`config.mk`:
```
export PLATFORM = sky130hd
export DESIGN_NAME = uart_byte_tx
export DESIGN_NICKNAME = d
export VERILOG_FILES = /design/src/rtl/uart_byte_tx.sv
export SDC_FILE = /design/constraint.sdc
export NUM_CORES = 1
export LEC_CHECK = 0
export CORE_MARGIN = 5
export CORE_UTILIZATION = 45
export CTS_CLUSTER_DIAMETER = 200
export DETAILED_ROUTE_END_ITERATION = 6
export PLACE_DENSITY = 0.69
export SLEW_MARGIN = 20
export SYNTH_ARGS = -nofsm -noshare
export SYNTH_HDL_FRONTEND = slang
export SYNTH_SLANG_ARGS = --single-unit
```
`constraint.sdc`:
```
create_clock -name clk -period 2.38 [get_ports clk]
set_input_delay 0.714 -clock clk [delete_from_list [all_inputs] [get_ports clk]]
set_output_delay 0.714 -clock clk [all_outputs]
set_load 0.02 [all_outputs]
```
`src/rtl/uart_byte_tx.sv`:
```
// uart_byte_tx: single-byte UART transmitter (8N1 or 8N2).
// A write accepted in IDLE latches the byte, then the frame is shifted out
// as start bit, eight data bits LSB first, and STOP_BITS stop bits, each bit
// held for CLK_DIV clock cycles. Writes that arrive mid-frame are dropped and
// flagged with a one-cycle write_drop pulse.
module uart_byte_tx #(
    parameter int CLK_DIV   = 434,
    parameter int STOP_BITS = 1
) (
    input  logic       clk,
    input  logic       reset,
    input  logic [7:0] write_data,
    input  logic       write_en,
    output logic       tx_busy,
    output logic       uart_tx,
    output logic       tx_done,
    output logic       write_drop
);

    localparam int CNT_W = (CLK_DIV > 1) ? $clog2(CLK_DIV) : 1;
    localparam logic [CNT_W-1:0] CNT_LAST = CNT_W'(CLK_DIV - 1);
    localparam logic LAST_STOP = (STOP_BITS == 2);

    typedef enum logic [1:0] {
        IDLE  = 2'd0,
        START = 2'd1,
        DATA  = 2'd2,
        STOP  = 2'd3
    } state_t;

    state_t           r_state;
    state_t           w_nextState;
    logic [CNT_W-1:0] r_baudCnt;
    logic [2:0]       r_bitIdx;
    logic             r_stopIdx;
    logic [7:0]       r_shift;
    logic             r_tx;
    logic             r_done;
    logic             r_drop;
    logic             w_bitEnd;
    logic             w_accept;
    logic             w_busy;

    assign w_bitEnd = (r_baudCnt == CNT_LAST);

    // State register: reset aborts any frame and returns straight to IDLE.
    always_ff @(posedge clk or posedge reset) begin
        if (reset) begin
            r_state <= IDLE;
        end else begin
            r_state <= w_nextState;
        end
    end

    // Next-state logic: each non-idle state advances on a bit boundary.
    always_comb begin
        w_nextState = r_state;
        case (r_state)
            IDLE:    if (write_en) w_nextState = START;
            START:   if (w_bitEnd) w_nextState = DATA;
            DATA:    if (w_bitEnd && (r_bitIdx == 3'd7)) w_nextState = STOP;
            STOP:    if (w_bitEnd && (r_stopIdx == LAST_STOP)) w_nextState = IDLE;
            default: w_nextState = IDLE;
        endcase
    end

    // Output decode: busy is any non-idle state, a write is taken only in IDLE.
    always_comb begin
        w_busy   = (r_state != IDLE);
        w_accept = (r_state == IDLE) && write_en;
    end

    // Datapath: baud counter, bit/stop indices, shift register and the
    // registered serial line plus the one-cycle done/drop pulses.
    always_ff @(posedge clk or posedge reset) begin
        if (reset) begin
            r_baudCnt <= '0;
            r_bitIdx  <= 3'd0;
            r_stopIdx <= 1'b0;
            r_shift   <= 8'h00;
            r_tx      <= 1'b1;
            r_done    <= 1'b0;
            r_drop    <= 1'b0;
        end else begin
            r_done <= 1'b0;
            r_drop <= write_en && w_busy;
            if (r_state == IDLE) begin
                r_baudCnt <= '0;
            end else if (w_bitEnd) begin
                r_baudCnt <= '0;
            end else begin
                r_baudCnt <= r_baudCnt + CNT_W'(1);
            end
            case (r_state)
                IDLE: begin
                    if (w_accept) begin
                        r_shift   <= write_data;
                        r_tx      <= 1'b0;
                        r_bitIdx  <= 3'd0;
                        r_stopIdx <= 1'b0;
                    end
                end
                START: begin
                    if (w_bitEnd) begin
                        r_tx    <= r_shift[0];
                        r_shift <= {1'b0, r_shift[7:1]};
                    end
                end
                DATA: begin
                    if (w_bitEnd) begin
                        r_bitIdx <= r_bitIdx + 3'd1;
                        if (r_bitIdx == 3'd7) begin
                            r_tx <= 1'b1;
                        end else begin
                            r_tx    <= r_shift[0];
                            r_shift <= {1'b0, r_shift[7:1]};
                        end
                    end
                end
                STOP: begin
                    if (w_bitEnd) begin
                        if (r_stopIdx == LAST_STOP) begin
                            r_stopIdx <= 1'b0;
                            r_done    <= 1'b1;
                        end else begin
                            r_stopIdx <= r_stopIdx + 1'b1;
                        end
                    end
                end
                default: r_tx <= 1'b1;
            endcase
        end
    end

    assign tx_busy    = w_busy;
    assign uart_tx    = r_tx;
    assign tx_done    = r_done;
    assign write_drop = r_drop;

endmodule

```
### After elaboration in Yosys (flattened, before gate mapping)

Index checks and enable logic that the tools add are counted.

| cells by class | value |
|---|---|
| $add $sub $neg | 3 |
| eq/ne operators | 13 |
| multiplexer cells | 26 |
| bitwise operators | 1 |
| reductions and logical operators | 14 |

Operators by type and width:

| cell | count |
|---|---|
| 8-bit 2-to-1 mux | 4 |
| 8-bit one-hot mux with 3 select lines | 1 |
| 9-bit 2-to-1 mux | 2 |
| 2-bit inequality test, second input constant | 8 |
| 9-bit by 1-bit adder with 9-bit output, second input constant | 1 |
| 9-bit == test, second input constant | 1 |
| 1-bit 2-to-1 mux | 9 |
| 2-bit 2-to-1 mux | 4 |
| 2-bit one-hot mux with 4 select lines | 1 |
| 4-bit AND reduction | 2 |
| 3-bit 2-to-1 mux | 2 |
| 3-bit one-hot mux with 2 select lines | 1 |
| 3-bit AND reduction | 2 |
| 2-bit nonzero test | 3 |
| 5-bit AND reduction | 1 |
| 2-bit == test, second input constant | 2 |
| 1-bit logical AND | 4 |
| 3-bit by 1-bit adder with 3-bit output, second input constant | 1 |
| 3-bit == test, second input constant | 1 |
| 1-bit one-hot mux with 3 select lines | 1 |
| 3-bit nonzero test | 1 |
| 2-bit by 1-bit == test with 1-bit output, second input constant | 1 |
| 2-bit zero test | 1 |
| 1-bit one-hot mux with 2 select lines | 1 |
| 2 further kinds | 2 |

| storage, ports and cells | value |
|---|---|
| flip-flop bits (word level) | 26 |
| input port bits | 11 |
| output and inout bits | 4 |

### Longest topological paths before layout

| depth | value |
|---|---|
| word-level depth | 4 |
| mapped depth | 6 |
| gate-level depth less buffers | 6 |

### Worst setup path after synthesis

OpenSTA, ideal clock, no wires.

| timing path | value |
|---|---|
| kind | flip-flop to flip-flop |
| start point | reg r_state[0] |
| end point | reg r_shift[0] |
| library setup time | 0.125 ns |
| arrival time | 1.786 ns |
| required time | 2.255 ns |
| setup slack | 0.470 ns |
| stages on the path, launching flop included | 7 |
| path buffers | 1 |
| cell sequence | dfrtp_1 > inv_1 > ha_1 > clkbuf_1 > inv_1 > o211ai_4 > mux2_2 |

| between the ends | value |
|---|---|
| cells in the longest elaborated chain, start to end | 4 |
| elaborated cells between the ends (all ways) | 11 |
| those cells by class | eq/ne: 6; mux: 1; reduce/logical: 4 |

Ends and longest elaborated chain:

| element | RTL line | RTL |
|---|---|---|
| start, declared | 31 | `state_t r_state;` |
| start signal, assigned | 51 | `r_state <= w_nextState;` |
| 2-bit zero test | 70, 94 |  |
| 1-bit logical AND | 70 | `w_accept = (r_state == IDLE) && write_en;` |
| 2-bit inequality test (no line) | -- |  |
| 5-bit AND reduction (no line) | -- |  |
| end signal, assigned | 97 | `r_shift <= write_data;` |
| end signal, assigned | 106 | `r_shift <= {1'b0, r_shift[7:1]};` |
| end signal, assigned | 116 | `r_shift <= {1'b0, r_shift[7:1]};` |
| end, declared | 36 | `logic [7:0] r_shift;` |

Several ways; a longest one is shown, not always the timed one.
A chain may end at the register's enable or synchronous reset.

### Worst setup path in the final report

| timing path | value |
|---|---|
| start point | reg r_tx (netlist: uart_tx) |
| end point | out uart_tx |

RTL lines:

| element | RTL line | RTL |
|---|---|---|
| start, declared | 37 | `logic r_tx;` |
| start signal, assigned | 105 | `r_tx <= r_shift[0];` |
| start signal, assigned | 115 | `r_tx <= r_shift[0];` |
| end, declared | 15 | `output logic uart_tx,` |

No word-level cell between the ends.

==> metrics <==
fill count=262; Max clock buf depth=2; post-place setup slack=0.210 ns; Internal=0.00113 W; antenna violations before repair=0; grt ovf=0; Hold Path End=r_shift[3]; Avg Cell Area, Syn=11.0 um^2; critical path, cell by cell=clkdlybuf4s50_1; critical path class=reg2out; H-tree depth=1; cell depth of the worst min-delay path=1; Crit-path slowest cell=clkdlybuf4s50_1; Core Rows=20; Comb pwr share=0.542; GP Congestion=0.813; clock-pin slew on the worst setup and hold paths=0.13 ns; Critical Path AT=1.47 ns; HPWL Detailed=1990 um; number of synthesized flops with an enable pin=0; TNS Setup=0 ns; fin crit share=0.918; Initial DRC Count=97; Die H=65.2 um; Worst path top cell family by delay=buffers and inverters; distinct cell type count after synthesis=33; Post-synth ARST share=1.00; cts hold-fix bufs=0; DRC=0; Final min period=2.19 ns; Final Max Tran Viols=0; Core ar.=2980 um^2; P&R area growth vs syn=16.7%; Netlist Area Pre-Place=1370 um^2; FF-to-FF Start=r_state[1]; R2R cell count=7; Register-to-Register Setup Slack=0.46 ns; post-CTS resize count=1; Post-Layout Cell Count=178; Final setup viols=0; peak supply drop=0.543 mV; Avg Vias per Cell=5.48; cell taking the most area after synthesis=dfrtp_1; worst path bufs/invs=1; share of final-layout standard cells stronger than drive strength 1=0.200; crit-path max FO=2; detailed-route via count=975; GRT Total Usage=0.136; Sw Share=0.380; most frequent cells in the layout=dfrtp_1 (24), mux2_2 (15), nor2_1 (13), clkdlybuf4s50_1 (13), ha_1 (10); Peak Freq=458 MHz; top cells by area, synth=dfrtp_1 (44%), mux2_2 (12%), ha_1 (9.1%); critical path endpoint category=output port; Final Hold Viols=0; Critical Path RT=1.67 ns; vias in the first global route=964; total routed wirelength=2660 um; final worst slack=0.195 ns; Syn Nets=146; slowest cell delay on critical path=0.61 ns; NetSw=0.000694 W; Synthesis Warnings=0; Clock Latency Late Sink=0.32 ns; Slew headroom=0.726; Startpoint Class=flop; hold path start=r_shift[3]; die area=4250 um^2; antenna diode count=0; clock network fraction of total power=0.106; IO Port Bufs=14; area share of the largest cell type after synthesis=0.438; Hold WC Path Type=reg2reg; status=finished clean; FF-to-FF End=r_shift[5]; Cell Pwr Density=1140 nW/um^2; Reg power frac=0.352; Starting Density=0.461; CTS tree=done; Nets=167; RSZ-0062 raised after global routing=no; commonest non-fill, non-tap cell in the layout=dfrtp_1; Setup Buffers After CTS=0; Seq cells post-synth=25; dominant synthesized flop cell=dfrtp_1; Post-Synthesis Cells=125; CTS root buf=clkbuf_4; Die X-Extent=65.2 um; I/O Pins=15; Pre-Repair DR Iteration Count=4; clock sink total=25; first-pass GRT wire length=4520 um; Slew @ Worst Pin=0.411 ns; Pleak=0.728 nW; pin count of the biggest net entering global routing=26; Avg WL per Cell=14.9 um; placed cells=174; antenna viol nets, final=0; sequential-to-total area share from yosys stat=0.457; Layout Skew=0.00739 ns; Max-cap violations=0; CTS Buf Count=3
[worst max path at each step]
stage / cells after the start / start / slack [ns] / to
2_1_floorplan: 6 / r_state[0] / 0.47 / r_shift[0]
3_3_place_gp: 5 / write_en / 0.23 / r_shift[3]
3_5_place_dp: 5 / write_en / 0.21 / r_shift[7]
4_1_cts: 1 / uart_tx / 0.16 / uart_tx
5_1_grt: 4 / r_state[1] / 0.09 / tx_busy
6_report: 1 / uart_tx / 0.19 / uart_tx
[routing by layer]
| layer | up-vias | global-route usage | share of wire |
|---|---|---|---|
| li1 | 477 | - | - |
| met1 | 468 | 0.172 | 0.42 |
| met2 | 26 | 0.229 | 0.52 |
| met3 | 4 | 0.0291 | 0.042 |
| met4 | 0 | 0.0492 | 0.0086 |
| met5 | - | 0 | 0 |
[logic make-up after synthesis]
logic type | after synthesis | share of synthesized area
AND/OR/NAND/NOR | 44 | 0.157
flip-flops | 25 | 0.457
multiplexers | 15 | 0.123
AO/OA/AOI/OAI | 14 | 0.100
buffers and inverters | 10 | 0.0273
adder cells (fa/ha/maj) | 10 | 0.0912
XOR/XNOR | 7 | 0.0447
[stage by stage]
step / area [um^2] / hold slack, ns / utilization / power (W)
after detailed placement: 1580 / 0.492 / 0.529 / 0.00165
final: 1600 / 0.517 / 0.538 / 0.00183
after global placement: 1580 / 0.483 / 0.529 / 0.00161
after global routing: 1600 / 0.536 / 0.538 / 0.00196
after CTS: 1600 / 0.524 / 0.538 / 0.00184
after floorplan: 1370 / 0.474 / - / 0.00139
[cell usage after synthesis, types with 2 or more instances]
cell type and instances:
nor3_1 2, nor2b_1 3, nand4_1 4, ha_1 10
dfrtp_1 24, nor2_1 13, mux2_2 15, nand3_1 8
nand2_1 9, o21ai_0 2, xor2_1 2, inv_1 8
xnor2_1 5
[power by group through the flow]
stage               clock [W]  sequential [W]  combinational [W]
floorplan                   0        0.000646           0.000744
global placement            0        0.000646           0.000961
detailed placement          0        0.000651           0.000996
CTS                  0.000202        0.000643           0.000997
global route         0.000217        0.000658            0.00109
finish               0.000193        0.000643           0.000990
[flip-flops by register name (all words and copies together) (netlist names)]
name and count:
r_baudCnt 9, r_bitIdx 3, r_shift 8, r_state 2, tx_done 1, uart_tx 1
write_drop 1
[worst reg2reg max path: cells and delay by family (launching register included)]
kind                     cells  cell delay, ns
AO/OA/AOI/OAI                1            0.20
adder cells (fa/ha/maj)      1            0.20
buffers and inverters        2            0.26
flip-flops                   1            0.44
multiplexers                 1            0.31
AND/OR/NAND/NOR              2            0.40
[layout make-up]
| cell class | instances | area [um^2] | area share |
|---|---|---|---|
| clock buffer | 4 | 26.3 | 0.0164 |
| timing repair buffer | 18 | 169 | 0.105 |
| sequential | 25 | 627 | 0.391 |
| tap | 33 | 41.3 | 0.0258 |
| inverter | 8 | 30.0 | 0.0187 |
| multi-input combinational | 90 | 708 | 0.442 |
Power figures use the tool's default switching activity.
